`src/rtl/wrap_ptr.sv`:
```
// Modulo-DEPTH pointer counter: advances by one on each enabled clock edge and
// wraps from DEPTH-1 back to 0.
module wrap_ptr #(
  parameter int DEPTH = 4,
  localparam int PW = $clog2(DEPTH)
) (
  input  logic          clk,
  input  logic          rst_n,
  input  logic          inc,
  output logic [PW-1:0] ptr
);

  always_ff @(posedge clk or negedge rst_n) begin
    if (!rst_n) begin
      ptr <= '0;
    end else if (inc) begin
      if (ptr == PW'(DEPTH - 1)) ptr <= '0;
      else                       ptr <= ptr + 1'b1;
    end
  end

endmodule

```
`src/rtl/count_fifo.sv`:
```
// Small FIFO that queues count values from an upstream counter, with an
// occupancy level and a sticky flag for values offered while full.
module count_fifo #(
  parameter int W     = 10,
  parameter int DEPTH = 4,
  localparam int PW = $clog2(DEPTH),
  localparam int LW = $clog2(DEPTH) + 1
) (
  input  logic          clk,
  input  logic          rst_n,
  input  logic          in_valid,
  input  logic [W-1:0]  in_data,
  output logic          in_ready,
  output logic          out_valid,
  output logic [W-1:0]  out_data,
  input  logic          out_ready,
  output logic [LW-1:0] level,
  output logic          overflow
);

  generate
    if (DEPTH < 2 || (DEPTH & (DEPTH - 1)) != 0) begin : g_bad_depth
      $error("count_fifo: DEPTH must be a power of two and at least 2");
    end
  endgenerate

  // Handshake: a transfer happens on a rising edge exactly when valid and
  // ready are both high at that edge; neither side may depend on the other's
  // ready combinationally, and a full FIFO never passes data straight through.
  logic          push;
  logic          pop;
  logic          full;
  logic [PW-1:0] head_ptr;
  logic [PW-1:0] tail_ptr;
  logic [W-1:0]  mem [DEPTH];

  assign full      = (level == LW'(DEPTH));
  assign in_ready  = !full;
  assign out_valid = (level != '0);
  assign out_data  = out_valid ? mem[head_ptr] : '0;
  assign push      = in_valid && in_ready;
  assign pop       = out_valid && out_ready;

  wrap_ptr #(.DEPTH(DEPTH)) u_head (
    .clk   (clk),
    .rst_n (rst_n),
    .inc   (pop),
    .ptr   (head_ptr)
  );

  wrap_ptr #(.DEPTH(DEPTH)) u_tail (
    .clk   (clk),
    .rst_n (rst_n),
    .inc   (push),
    .ptr   (tail_ptr)
  );

  always_ff @(posedge clk or negedge rst_n) begin
    if (!rst_n) begin
      for (int i = 0; i < DEPTH; i++) mem[i] <= '0;
    end else if (push) begin
      mem[tail_ptr] <= in_data;
    end
  end

  always_ff @(posedge clk or negedge rst_n) begin
    if (!rst_n) begin
      level <= '0;
    end else begin
      case ({push, pop})
        2'b10:   level <= level + 1'b1;
        2'b01:   level <= level - 1'b1;
        default: level <= level;
      endcase
    end
  end

  // Sticky until reset: any offer made while full is lost.
  always_ff @(posedge clk or negedge rst_n) begin
    if (!rst_n)                overflow <= 1'b0;
    else if (in_valid && full) overflow <= 1'b1;
  end

`ifdef FORMAL
  logic f_init = 1'b1;
  always @(posedge clk) f_init <= 1'b0;
  always @* assume (!rst_n == f_init);
`endif

  a_level_bound: assert property (@(posedge clk) disable iff (!rst_n)
    level <= LW'(DEPTH));

  a_valid_level: assert property (@(posedge clk) disable iff (!rst_n)
    !(out_valid && level == '0));

  a_hold_stable: assert property (@(posedge clk) disable iff (!rst_n)
    (out_valid && !out_ready) |=> (out_valid && $stable(out_data)));

  c_full: cover property (@(posedge clk) disable iff (!rst_n)
    level == LW'(DEPTH));

endmodule

```
`config.mk`:
```
export PLATFORM = sky130hd
export DESIGN_NAME = count_fifo
export DESIGN_NICKNAME = d
export VERILOG_FILES = /design/src/rtl/wrap_ptr.sv /design/src/rtl/count_fifo.sv
export SDC_FILE = /design/constraint.sdc
export NUM_CORES = 1
export LEC_CHECK = 0
export ABC_AREA = 1
export CAP_MARGIN = 20
export CORE_AREA = 5 5 74 76
export DETAILED_ROUTE_END_ITERATION = 7
export DIE_AREA = 0 0 79 81
export PLACE_DENSITY = 0.9
export SYNTH_ARGS = -nofsm -noshare
export SYNTH_HDL_FRONTEND = slang
export SYNTH_HIERARCHICAL = 1
export SYNTH_SLANG_ARGS = --single-unit
```
`constraint.sdc`:
```
create_clock -name clk -period 4.3 [get_ports clk]
set_input_delay 1.29 -clock clk [delete_from_list [all_inputs] [get_ports clk]]
set_output_delay 1.29 -clock clk [all_outputs]
set_load 0.05 [all_outputs]
```
# --- Yosys cells after proc, flatten, opt, wreduce, memory -nomap -nowiden ---
# Index checks and enable logic that the tools add are counted.
totals:
  reg_bits: 48
  output_inout_bits: 16
  wordCells: 39
classes:
  add_sub_neg: 4
  order_cmp: 3
  eq_ne: 5
  mux: 10
  n_bitwise: 2
  reduce_logical: 7
op_table:
  columns: ["op", "count"]
  rows:
  - ["40-bit bitwise mux", 1]
  - ["10-bit 2-to-1 mux", 4]
  - ["10-bit binary-select mux with 2-bit select", 1]
  - ["10-bit demux with 2-bit select", 1]
  - ["2-bit equality test (second input constant)", 3]
  - ["3-bit greater-or-equal comparator (second input constant)", 2]
  - ["2-bit NOT with 3-bit output", 2]
  - ["3-bit one-hot mux with 2 select lines", 1]
  - ["2-bit by 1-bit adder with 2-bit output (second input constant)", 2]
  - ["1-bit logical AND", 4]
  - ["2-bit 2-to-1 mux", 2]
  - ["3-bit by 1-bit adder with 3-bit output (second input constant)", 1]
  - ["3-bit equality test (second input constant)", 1]
  - ["3-bit by 1-bit less-than comparator with 1-bit output (second input constant)", 1]
  - ["3-bit nonzero test", 1]
  - ["3-bit by 1-bit subtractor with 3-bit output (second input constant)", 1]
  - ["2-bit by 1-bit equality test with 1-bit output (second input constant)", 1]
  - ["2-bit nonzero test", 1]
  - ["1-bit logical NOT", 1]

# --- Depth between registers and ports, before layout ---
logic_depth:
  ltp_word: 6
  depth_mapped: 12
  mapped_depth_nobuf: 11

# --- Cells and area by module ---
# The synthesis kept the hierarchy.
modules_own_cells:
  columns: ["mod", "n_inst", "cells_per_inst", "area_each_um2", "seq_area_each_um2"]
  rows:
  - ["count_fifo", 1, 333, 2539.9, 1101.1]
  - ["wrap_ptr", 2, 11, 92.6, 50.0]

# --- Worst setup path before layout ---
# OpenSTA, ideal clock, no wires.
synth_path:
  kind: "flip-flop to output port"
  from: "register level[2]"
  to: "output port out_data[1]"
  arrival_time_ns: 1.788
  t_required_ns: 3.010
  slack_ns: 1.222
  stages_incl_launch_ff: 4
  path_cell_list: "dfrtp_1 -> nor3_1 -> buf_2 -> a21oi_1"
synth_via:
  elab_chain_cells: 2
synth_rtl:
  columns: ["element", "line_no", "source"]
  rows:
  - ["start: declaration", "count_fifo.sv:17", "output logic [LW-1:0] level,"]
  - ["start signal: assignment", "count_fifo.sv:71", "2'b10: level <= level + 1'b1;"]
  - ["start signal: assignment", "count_fifo.sv:72", "2'b01: level <= level - 1'b1;"]
  - ["start signal: assignment", "count_fifo.sv:73", "default: level <= level;"]
  - ["3-bit nonzero test", "count_fifo.sv:39", "assign out_valid = (level != '0);"]
  - ["10-bit 2-to-1 mux", "count_fifo.sv:40", "assign out_data = out_valid ? mem[head_ptr] : '0;"]
  - ["end: declaration", "count_fifo.sv:15", "output logic [W-1:0] out_data,"]
# Every way passes these cells.

# --- Worst setup path after layout ---
layout_path:
  from: "register u_head.ptr[1]"
  to: "output port out_data[6]"
layout_via:
  elab_chain_cells: 5
layout_rtl:
  columns: ["element", "line_no", "source"]
  rows:
  - ["start: declaration", "wrap_ptr.sv:10", "output logic [PW-1:0] ptr"]
  - ["start signal: assignment", "wrap_ptr.sv:18", "else ptr <= ptr + 1'b1;"]
  - ["2-bit NOT with 3-bit output (not written as such)", "count_fifo.sv:40", null]
  - ["10-bit binary-select mux with 2-bit select", "count_fifo.sv:40", null]
  - ["10-bit 2-to-1 mux (not written as such) (2 in series)", "count_fifo.sv:40", null]
  - ["10-bit 2-to-1 mux", "count_fifo.sv:40", null]
# Every way passes these cells. The select of a mux whose other input is x is not followed.

==> impl_metrics.yaml <==
outcome:
  status: "completed"
floorplan:
  die_h_microns: 81
  dieArea_sq_um: 6400
  start_util_pct: 58.5
  die_w_microns: 79
  core_sq_um: 4660
  rows: 25
  ioPinCount: 30
drt:
  antenna_left: 0
  drt-pass1-iter-count: 5
  wirelength_microns: 6400
  post_drt_via_cell_ratio: 5.57
  drt_iter0_drc: 154
  vias: 2401
  drc: 0
  wl_per_cell_microns: 14.8
place:
  hpwl_microns: 4470
  gp_congestion: 0.850
  port_buffers: 29
  dp_cells: 422
cts:
  cts_root_buf: "clkbuf_8"
  cts_resized: 0
  clk_pin_slew_ns: 0.09
  cts_tree: "done"
  h-tree-depth: 2
  cts_inserted_buffers: 5
  cts.sinks: 48
  post_cts_buffers: 0
  insertion_delay_ns: 0.31
  cts_hold_buf: 0
  clockBufferDepth: 2
logic_synthesis:
  syn_nets: 373
  synth-seq-area-share_pct: 44.1
  yosysWarnings: 6
  synth_top_cell_area_share_pct: 44.1
  synth_area_leader_cell: "dfrtp_1"
  synth_edf_count: 0
  synth-main-ff-cell: "dfrtp_1"
  synth.avg_cell_area_sq_um: 7.68
  synth_area_leaders: "dfrtp_1 44%, nand2_1 19%, nand4_1 9.4%"
  synth_cells: 355
  synth_seq_cells: 48
  syn_area_sq_um: 2730
  synthArstFlopShare_pct: 100
  ys_types: 26
timing:
  period_share_pct: 82.0
  relSlewSlack_pct: 62.0
  clock_skew_ns: 0.00708
  slew_violations: 0
  hold_violations: 0
  rsz0062_at_grt: "false"
  setup_viol: 0
  tightest_slew_ns: 0.569
  period_minus_slack_ns: 3.53
  fin_setup_tns_ns: 0
  clock.fmax_mhz: 284
layout:
  antenna_cells: 0
  fin_nets: 394
  mostFrequentLayoutCells: "139 x nand2_1, 54 x inv_1, 48 x dfrtp_1"
  final_cells: 431
  drive_above_1_share_pct: 6.37
  final_common_cell: "nand2_1"
  syn2layout_area_growth_pct: 12.0
power_and_ir_drop:
  power.density_nw_per_um2: 882
  leakage_uw: 0.00162
  seqPwrFrac_pct: 30.3
  p_switching_uw: 1390
  p_clk_share_pct: 10.7
  internal_power_uw: 1300
  comb_power_share_pct: 59.0
  p_sw_share_pct: 51.6
  ir_drop_mv: 0.482
grt:
  overflow: 0
  grt_pass1_wl_microns: 10800
  grt_pass1_vias: 2314
  grt_start_max_net_pins: 49
  antenna_found_initial: 0
  grtUsageTotal_pct: 21.7
worst_setup_path:
  crit_arrival_ns: 2.24
  critPathCapture: "out_data[6]"
  r2r-start: "level[0]$_DFFE_PN0P_"
  timing.critical_path.buf_inv: 2
  cp_top_family: "buffers and inverters"
  path_class: "reg -> out"
  slowest_delay_ns: 0.70
  cp.required_ns: 3.01
  end_kind: "output port"
  crit_fanout: 13
  path_depth: 4
  reg2reg_slack_ns: 2.07
  worst_path_max_delay_cell: "clkdlybuf4s50_1"
  cp_cell_sequence: "clkinv_1 > nand3_1 > a21oi_1 > clkdlybuf4s50_1"
  reg2reg_to: "level[1]$_DFFE_PN0P_"
  crit_start: "u_head/ptr[1]$_DFFE_PN0P_"
  reg2reg_depth: 8
  worstSetupStartpointType: "register"
flow_run:
  drv_cap: 0
min_path:
  min_path_type: "reg -> reg"
cell families after synthesis:
| logic type | Yosys count | synth area share (%) |
|---|---|---|
| simple gates | 213 | 37.0 |
| xor+xnor | 1 | 0.321 |
| fa+ha+maj | 4 | 2.11 |
| flops | 48 | 44.1 |
| compound gates | 12 | 2.30 |
| buf+inv | 77 | 14.2 |
synth_stat cells, types with 2 or more instances:
cell type  instances
nor2_1             3
buf_8              3
inv_1             54
inv_2              2
nand2_1          139
buf_4              2
nand3_4            4
ha_1               3
dfrtp_1           48
a21oi_1           10
nor2_4             2
clkbuf_4           2
nand4_1           41
buf_2              8
nand3_1           21
buf_6              3
layer usage:
metal | vias up | global-route usage (%) | routed length, microns
met2 | 91 | 38.3 | 3220
met5 | - | 0 | 0
met4 | 0 | 9.45 | 216
met3 | 22 | 4.43 | 399
met1 | 1126 | 25.6 | 2560
li1 | 1162 | - | -
power groups by stage:
stage	clock network (uW)	logic (uW)	registers [uW]
2_1_floorplan	0	1180	842
3_3_place_gp	0	1560	810
3_5_place_dp	0	1590	820
4_1_cts	290	1600	813
5_1_grt	310	1740	843
6_report	288	1590	816
how the worst min path moves through the flow:
stage / from / end / slack [ns] / depth (start not counted)
5_1_grt: mem[3]$_DFFE_PN0P_ / mem[3]$_DFFE_PN0P_ / 0.50 / 2
2_1_floorplan: mem[0]$_DFFE_PN0P_ / mem[0]$_DFFE_PN0P_ / 0.44 / 2
3_5_place_dp: mem[6]$_DFFE_PN0P_ / mem[6]$_DFFE_PN0P_ / 0.46 / 2
4_1_cts: mem[19]$_DFFE_PN0P_ / mem[19]$_DFFE_PN0P_ / 0.48 / 2
3_3_place_gp: mem[5]$_DFFE_PN0P_ / mem[5]$_DFFE_PN0P_ / 0.45 / 2
6_report: mem[24]$_DFFE_PN0P_ / mem[24]$_DFFE_PN0P_ / 0.48 / 2
tightest hold or removal path, stage by stage (launching register included):
cell     delay [ns]
dfrtp_1        0.35
nand2_1        0.06
nand2_1        0.05
flip-flops by register name, indices dropped and copies added, names as in the netlist:
register,count
u_head/ptr,2
overflow,1
level,3
mem,40
u_tail/ptr,2
cell type report:
| cell class | count | area, sq um |
|---|---|---|
| Fill cell | 396 | 1610 |
| Sequential cell | 48 | 1200 |
| Multi-Input combinational cell | 230 | 1140 |
| Timing Repair Buffer | 34 | 335 |
| Inverter | 57 | 214 |
| Clock buffer | 6 | 82.6 |
| Tap cell | 54 | 67.6 |
| Clock inverter | 2 | 15.0 |
through the flow:
step	cell area (sq um)	util (%)	hold WS, ns	worst slack (ns)	total power [uW]
final	3050	65.5	0.479	0.774	2690
after global routing	3050	65.5	0.500	0.655	2900
after CTS	3030	65.1	0.480	0.777	2700
after detailed placement	2940	63.0	0.458	1.12	2410
after global placement	2940	63.0	0.454	1.15	2370
after floorplan	2730	-	0.442	1.22	2020
Note: power is estimated with default switching activity, not from simulation.
==> RTL change (same flow settings) <==
Set the parameter `W` to 12 (it was 10).
--- a/src/rtl/count_fifo.sv
+++ b/src/rtl/count_fifo.sv
@@ -2,5 +2,5 @@
 // occupancy level and a sticky flag for values offered while full.
 module count_fifo #(
-  parameter int W     = 10,
+  parameter int W     = 12,
   parameter int DEPTH = 4,
   localparam int PW = $clog2(DEPTH),
Ports: changed (resized in_data and out_data); port bits go from 30 to 34. The function was not compared with the original's and may differ.
==> RTL change against the unedited design <==
  * Setup slack got worse by 300 ps
  * Hold slack got worse by 3.7 ps
  * Sequential cell count increased by 8
  * Total power increased by 14%
  * Area after synthesis increased by 14%
  * Sequential power increased by 14%
  * Cell area increased by 13%
  * Core utilization increased by 8.2 points
  * Routed wire length increased by 16%
  * Largest power group unchanged
==> RTL change: results (changes against the unedited design) <==
| Metric | Value |
|---|---|
| Leak | 1.859 nW (+15%) |
| Detailed Place HPWL | 4752 um (+6.4%) |
| Area contributors post-synth | dfrtp_1 (45%), nand2_1 (20%), nand4_1 (9.9%) |
| Most frequent cells after synthesis | nand2_1 (163), inv_1 (63), dfrtp_1 (56) |
| Number of vias per cell | 5.671 (+1.8%) |
| CP Max Fanout | 15 (+2) |
| Share of cells above drive strength 1 | 5.747% (-0.62 points) |
| First-pass GRT wire length | 12,340 um (+14%) |
| Max_slew headroom | 48.59% (-13 points) |
| Tot GR Track Use | 24.89% (+3.2 points) |
| Largest register FFs | 48 (+20%) |
| Slowest Stage Delay on Critical Path | 830 ps (+130 ps) |
| WL/cell | 15.21 um (+2.5%) |
| Post-synthesis sequential area ratio | 45.12% (+1.0 points) |
| Hold slack | 475.5 ps (-3.673 ps) |
| Crit path DAT | 2530 ps (+290 ps) |
| Final Skew | 14.63 ps (+7.542 ps) |
| Syn nets | 436 (+17%) |
| Status | complete, no violations |
| Final nets | 455 (+15%) |
| Vias in the first global route | 2,698 (+17%) |
| Worst vdd ir | 0.0005539 V (+15%) |
| Fillers | 367 (-7.3%) |
| Endpoint, Worst Hold | mem[40] |
| Synth unique cells | 22 (-15%) |
| Flop2flop setup slack | 1930 ps (-140 ps) |
## RTL change: power breakdown
part           internal, mW  switching (mW)
Sequential            0.769           0.165
Clock                 0.111           0.168
Combinational         0.586            1.26
## RTL change: kinds of logic (layout without fill, tap and decap cells)
family / count (synthesis) / after routing / synth area share [%]
adder cells (fa/ha/maj): 4 / 4 / 1.853
XOR/XNOR: 1 / 1 / 0.2821
AND/OR/NAND/NOR: 249 / 249 / 36.66
buffers and inverters: 92 / 111 / 13.74
AO/OA/AOI/OAI: 14 / 14 / 2.337
flip-flops: 56 / 56 / 45.12
## RTL change: layout make-up
type                       count  area (um^2)  area share (%)
tap                           54        67.56           1.966
timing repair buffer          39        365.4           10.63
inverter                      65        244.0           7.099
sequential                    56         1401           40.77
clock inverter                 2        12.51          0.3640
clock buffer                   5        68.82           2.002
multi-input combinational    268         1277           37.17
## RTL change: worst register-to-register path: stages (launching register included)
cell and delay, ps:
dfrtp_1 410, inv_1 120, nand3_4 90, buf_4 460, nand2_1 260, ha_1 280
inv_1 90, fa_1 410, o21ai_0 180
## RTL change: through the flow
stage | cells | utilization (%) | setup slack, ps
after floorplan | 416 | - | 1196
after global placement | 482 | 72.00 | 889.7
after detailed placement | 482 | 72.00 | 873.1
after CTS | 489 | 73.75 | 509.5
after global routing | 489 | 73.75 | 366.2
final | 489 | 73.75 | 479.2
## RTL change: worst max-delay path by stage
stage | slack (ps) | end
after floorplan | 1200 | out_data[10]
after detailed placement | 870 | out_data[3]
after global placement | 890 | out_data[3]
after global routing | 370 | out_data[11]
after CTS | 510 | out_data[3]
final | 480 | out_data[3]
## RTL change: metal layers
metal | global-route usage (%) | part of all wire (%)
met5 | 0 | 0
met4 | 14.78 | 4.3
met3 | 3.991 | 5.7
met2 | 43.10 | 50
met1 | 29.26 | 40
